===== src/rtl/insn_byte_fifo.sv =====
// insn_byte_fifo: show-ahead instruction byte FIFO with early full for in-flight fetches
module insn_byte_fifo #(
   parameter int DEPTH       = 8,
   parameter int FULL_MARGIN = 2
) (
   input  logic                    clk,
   input  logic                    reset,
   input  logic                    flush,
   input  logic                    wr_en,
   input  logic [7:0]              wr_data,
   output logic                    wr_full,
   input  logic                    rd_en,
   output logic [7:0]              rd_data,
   output logic                    empty,
   output logic [$clog2(DEPTH):0]  level,
   output logic                    overflow
);
   localparam int AW = $clog2(DEPTH);
   localparam logic [AW:0] LVL_MAX  = (AW+1)'(DEPTH);
   localparam logic [AW:0] LVL_FULL = (AW+1)'(DEPTH - FULL_MARGIN);

   logic [7:0]    r_mem [DEPTH];
   logic [AW-1:0] r_rd_ptr;
   logic [AW-1:0] r_wr_ptr;
   logic [AW:0]   r_level;
   logic          r_overflow;
   logic          w_at_max;
   logic          w_rd_ok;
   logic          w_wr_ok;
   logic          w_ovf;

   // Acceptance: flush discards both sides; a full FIFO still takes a write when a read frees a slot
   always_comb begin
      w_at_max = r_level == LVL_MAX;
      w_rd_ok  = rd_en && !flush && r_level != '0;
      w_wr_ok  = wr_en && !flush && (!w_at_max || w_rd_ok);
      w_ovf    = wr_en && !flush && w_at_max && !w_rd_ok;
   end

   // Byte storage, intentionally not reset
   always_ff @(posedge clk)
      if (w_wr_ok) r_mem[r_wr_ptr] <= wr_data;

   // Pointers and fill level; pointers wrap modulo DEPTH
   always_ff @(posedge clk or posedge reset)
      if (reset) begin
         r_rd_ptr <= '0;
         r_wr_ptr <= '0;
         r_level  <= '0;
      end else if (flush) begin
         r_rd_ptr <= '0;
         r_wr_ptr <= '0;
         r_level  <= '0;
      end else begin
         if (w_rd_ok) r_rd_ptr <= r_rd_ptr + AW'(1);
         if (w_wr_ok) r_wr_ptr <= r_wr_ptr + AW'(1);
         r_level <= r_level + (AW+1)'(w_wr_ok) - (AW+1)'(w_rd_ok);
      end

   // Sticky overflow flag, survives flush so upstream protocol violations stay visible
   always_ff @(posedge clk or posedge reset)
      if (reset) r_overflow <= 1'b0;
      else if (w_ovf) r_overflow <= 1'b1;

   assign rd_data  = r_mem[r_rd_ptr];
   assign empty    = r_level == '0;
   assign wr_full  = r_level >= LVL_FULL;
   assign level    = r_level;
   assign overflow = r_overflow;
endmodule


===== config.mk =====
export PLATFORM = sky130hd
export DESIGN_NAME = insn_byte_fifo
export DESIGN_NICKNAME = d
export VERILOG_FILES = /design/src/rtl/insn_byte_fifo.sv
export SDC_FILE = /design/constraint.sdc
export NUM_CORES = 1
export LEC_CHECK = 0
export CAP_MARGIN = 20
export CELL_PAD_IN_SITES_DETAIL_PLACEMENT = 0
export CELL_PAD_IN_SITES_GLOBAL_PLACEMENT = 1
export CORE_ASPECT_RATIO = 0.9
export CORE_MARGIN = 4
export CORE_UTILIZATION = 44
export CTS_BUF_LIST = sky130_fd_sc_hd__clkbuf_16
export CTS_CLUSTER_SIZE = 10
export DETAILED_ROUTE_END_ITERATION = 10
export PLACE_DENSITY = 0.72
export REMOVE_ABC_BUFFERS = 1
export SETUP_SLACK_MARGIN = 0.2
export SYNTH_ARGS = -nofsm -noshare
export SYNTH_HDL_FRONTEND = slang
export SYNTH_SLANG_ARGS = --single-unit

===== constraint.sdc =====
create_clock -name clk -period 2.5 [get_ports clk]
set_input_delay 0.5 -clock clk [delete_from_list [all_inputs] [get_ports clk]]
set_output_delay 0.5 -clock clk [all_outputs]
set_load 0.02 [all_outputs]

==> run_results.csv <==
group,metric,value,unit
setup_path,crit_arrival,1.87,ns
setup_path,critPathMaxFanout,6,
synthesis,seq_area_frac_synth,67.8,%
sta,maxSlewViolCount,0,
synthesis,ys_warn_count,0,
routing,ant_nets,0,
synthesis,synth_ff_type,"edfxtp_1",
synthesis,avgSynthCellArea,18.7,um2
setup_path,startpoint_type,"flip-flop",
final_layout,syn_to_final_growth,31.5,%
synthesis,yosysMostFrequentCell,"edfxtp_1",
global_routing,antenna_found_initial,0,
cts,cts_buffers,9,
synthesis,synth-edff-count,64,
floorplan,initial_utilization,45.6,%
sta,min_period_over_period,94.9,%
placed_design,port_buffers,27,
placed_design,pre_cts_slack,-0.0964,ns
routing,drtIter0Drc,67,
setup_path,reg2reg_setup_slack,0.20,ns
sta,setup_viol_count_final,0,
floorplan,die_height,89.4,um
run_status,outcome,"completed",
routing,first_pass_iters,4,
placed_design,place_hpwl,4.10,mm
sta,setup_slack,0.127,ns
cts,h-tree-depth,3,
synthesis,synth_async_sr_flop_share,14.7,%
cts,clock_sinks,75,
routing,viasPerCell,5.26,
cts,cts_tree,"built",
placed_design,post-place-cells,305,
global_routing,grt_overflow,0,
global_routing,grt_pass1_vias,1843,
cts,clk_latency,0.33,ns
routing,wl_per_cell,19.6,um
floorplan,rows,29,
power,p_leak,0.00155,uW
synthesis,ys_ff_latch,75,
power,p_total,4060,uW
sta,skew,0.00602,ns
placed_design,gp_congestion,0.780,
global_routing,grt_usage,15.9,%
sta,rsz0062_at_grt,"true",
setup_path,crit_path_cell_trace,"buf_6 -> buf_12 -> mux4_2 -> mux2_2 -> buf_6",
synthesis,synth.largest_area_cell,"edfxtp_1",
cts,holdBufCountCts,0,
final_layout,layout-drive-gt1-share,41.9,%
sta,finalHoldViolCount,0,
global_routing,grt_pass1_wl,10.1,mm
worst_hold_path,min_path_type,"flip-flop to flip-flop",
setup_path,cpMostUsedCell,"buf_6",
synthesis,synth_cell_types,34,
cts,cts_root_buf,"clkbuf_16",
setup_path,crit_family,"multiplexers",
floorplan,dieArea,8800,um2
synthesis,synthTopCellsByArea,"edfxtp_1, mux4_1, dfrtp_1",
routing,drt-total-wl,6.54,mm
synthesis,synth_top_area_share,59.3,%
global_routing,grt_max_degree,15,
final_layout,n_antenna_cell,0,
floorplan,die_w,98.5,um
final_layout,layout.nets,258,
power,power_density,953,nW/um2
floorplan,coreArea,7110,um2
power,irDropWorstVdd,534,uV
floorplan,io_pins,28,
setup_path,required,2.00,ns
setup_path,cp_num_buf_inv,3,
cts,path_clk_slew,0.06,ns
setup_path,cp_slowest_stage_delay,0.50,ns
synthesis,synthesis.area,3240,um2
sta,fmax,0.421,GHz
sta,maxSlewHeadroom,68.1,%
synthesis,synth_commonest_cells,"edfxtp_1, mux4_1, mux2_2, dfrtp_1, ha_1",
sta,fin_crit,2.37,ns
sta,tightest_slew,0.479,ns
final_layout,final_cells,334,
setup_path,end_kind,"output pin",
synthesis,syn_inst,173,
final_layout,num-fill-cells,554,
setup_path,cp_slowest_cell,"mux4_2",
flow_run,cap_violations,0,
routing,drc,0,
setup_path,critPathKind,"flip-flop to output pin",
routing,vias,1756,
cts,cts_buffer_depth,2,
[where the power goes]
group / leakage (uW) / switching, uW / internal [uW]
sequential: 0.000720 / 58.0 / 1430
clock: 0.000145 / 490 / 778
combinational: 0.000681 / 541 / 762
[metrics by stage]
stage / util (%) / TNS, ns / instance area, um2 / hold WS (ns)
finish: 59.9 / 0 / 4260 / 0.484
global route: 59.9 / 0 / 4260 / 0.518
CTS: 58.4 / 0 / 4150 / 0.494
detailed placement: 52.8 / -0.103 / 3750 / 0.481
global placement: 52.8 / 0 / 3750 / 0.446
floorplan: - / -4.31 / 3190 / 0.352
[layout make-up]
type / instances / area, um2 / area share, %
sequential: 75 / 2200 / 51.6
multi-input combinational: 83 / 1020 / 24.1
timing repair buffer: 60 / 594 / 14.0
clock buffer: 9 / 225 / 5.29
tap: 93 / 116 / 2.73
clock inverter: 7 / 75.1 / 1.76
inverter: 7 / 26.3 / 0.617
[sequential cells by signal (all words and copies together), names as in the netlist]
| register | flops |
|---|---|
| r_rd_ptr | 3 |
| overflow | 1 |
| r_mem | 64 |
| level | 4 |
| r_wr_ptr | 3 |
[worst paths after layout]
| path | startpoint | end | depth (start not counted) |
|---|---|---|---|
| worst max-delay path | r_rd_ptr[0]$_DFFE_PP0P_ | rd_data[7] | 5 |
| worst max register to register | level[3]$_DFF_PP0_ | level[1]$_DFF_PP0_ | 8 |
| worst min-delay path | overflow$_DFFE_PP0P_ | overflow$_DFFE_PP0P_ | 2 |
| min in group asynchronous | reset | r_wr_ptr[1]$_DFFE_PP0P_ | 2 |
| max in group asynchronous | reset | r_rd_ptr[0]$_DFFE_PP0P_ | 2 |
| worst min register to register | overflow$_DFFE_PP0P_ | overflow$_DFFE_PP0P_ | 2 |
[layout by cell type, fill, tap and decap left out, types with 2 or more instances in the layout]
cell type,count
dfrtp_1,10
nand2_1,3
mux4_2,16
buf_6,13
buf_4,24
nor3_1,3
mux2i_1,2
o211ai_1,2
nor2_1,7
inv_2,2
buf_12,2
nand2b_1,3
mux2_4,7
ha_4,2
ha_1,5
edfxtp_1,64
inv_1,5
clkbuf_16,9
nor4_1,2
or3b_4,2
nor2b_1,7
clkdlybuf4s50_1,18
mux2_2,5
[kinds of logic after synthesis]
| family | Yosys count | synth area share [%] |
|---|---|---|
| AOI/OAI and AO/OA | 9 | 1.89 |
| xor gates and xnor gates | 1 | 0.270 |
| adders and majority gates | 9 | 3.71 |
| buffers and inverters | 15 | 2.51 |
| DFF | 75 | 67.8 |
| muxes | 31 | 18.1 |
| and+or+nand+nor | 33 | 5.71 |
[per-layer routing]
metal  up-vias  routed length [um]  GRT usage, %
li1        809                   -             -
met4         0                  95          7.44
met1       904                2720          19.7
met3        10                 251          2.89
met2        33                3480          27.7
met5         -                   0             0
[tightest hold or removal path, cell delays in order, from the launching register on]
cell and delay [ns]:
dfrtp_1 0.35, inv_1 0.04, o41ai_1 0.06
[what timing repair did]
item / CTS / global route
cloned: 1 / 0
resized for setup: 89 / 14
pin swaps: 2 / 7
setup buffers: 6 / 6
setup endpoints to repair: 12 / 15
No activity file was read; power rests on OpenSTA's default activity.
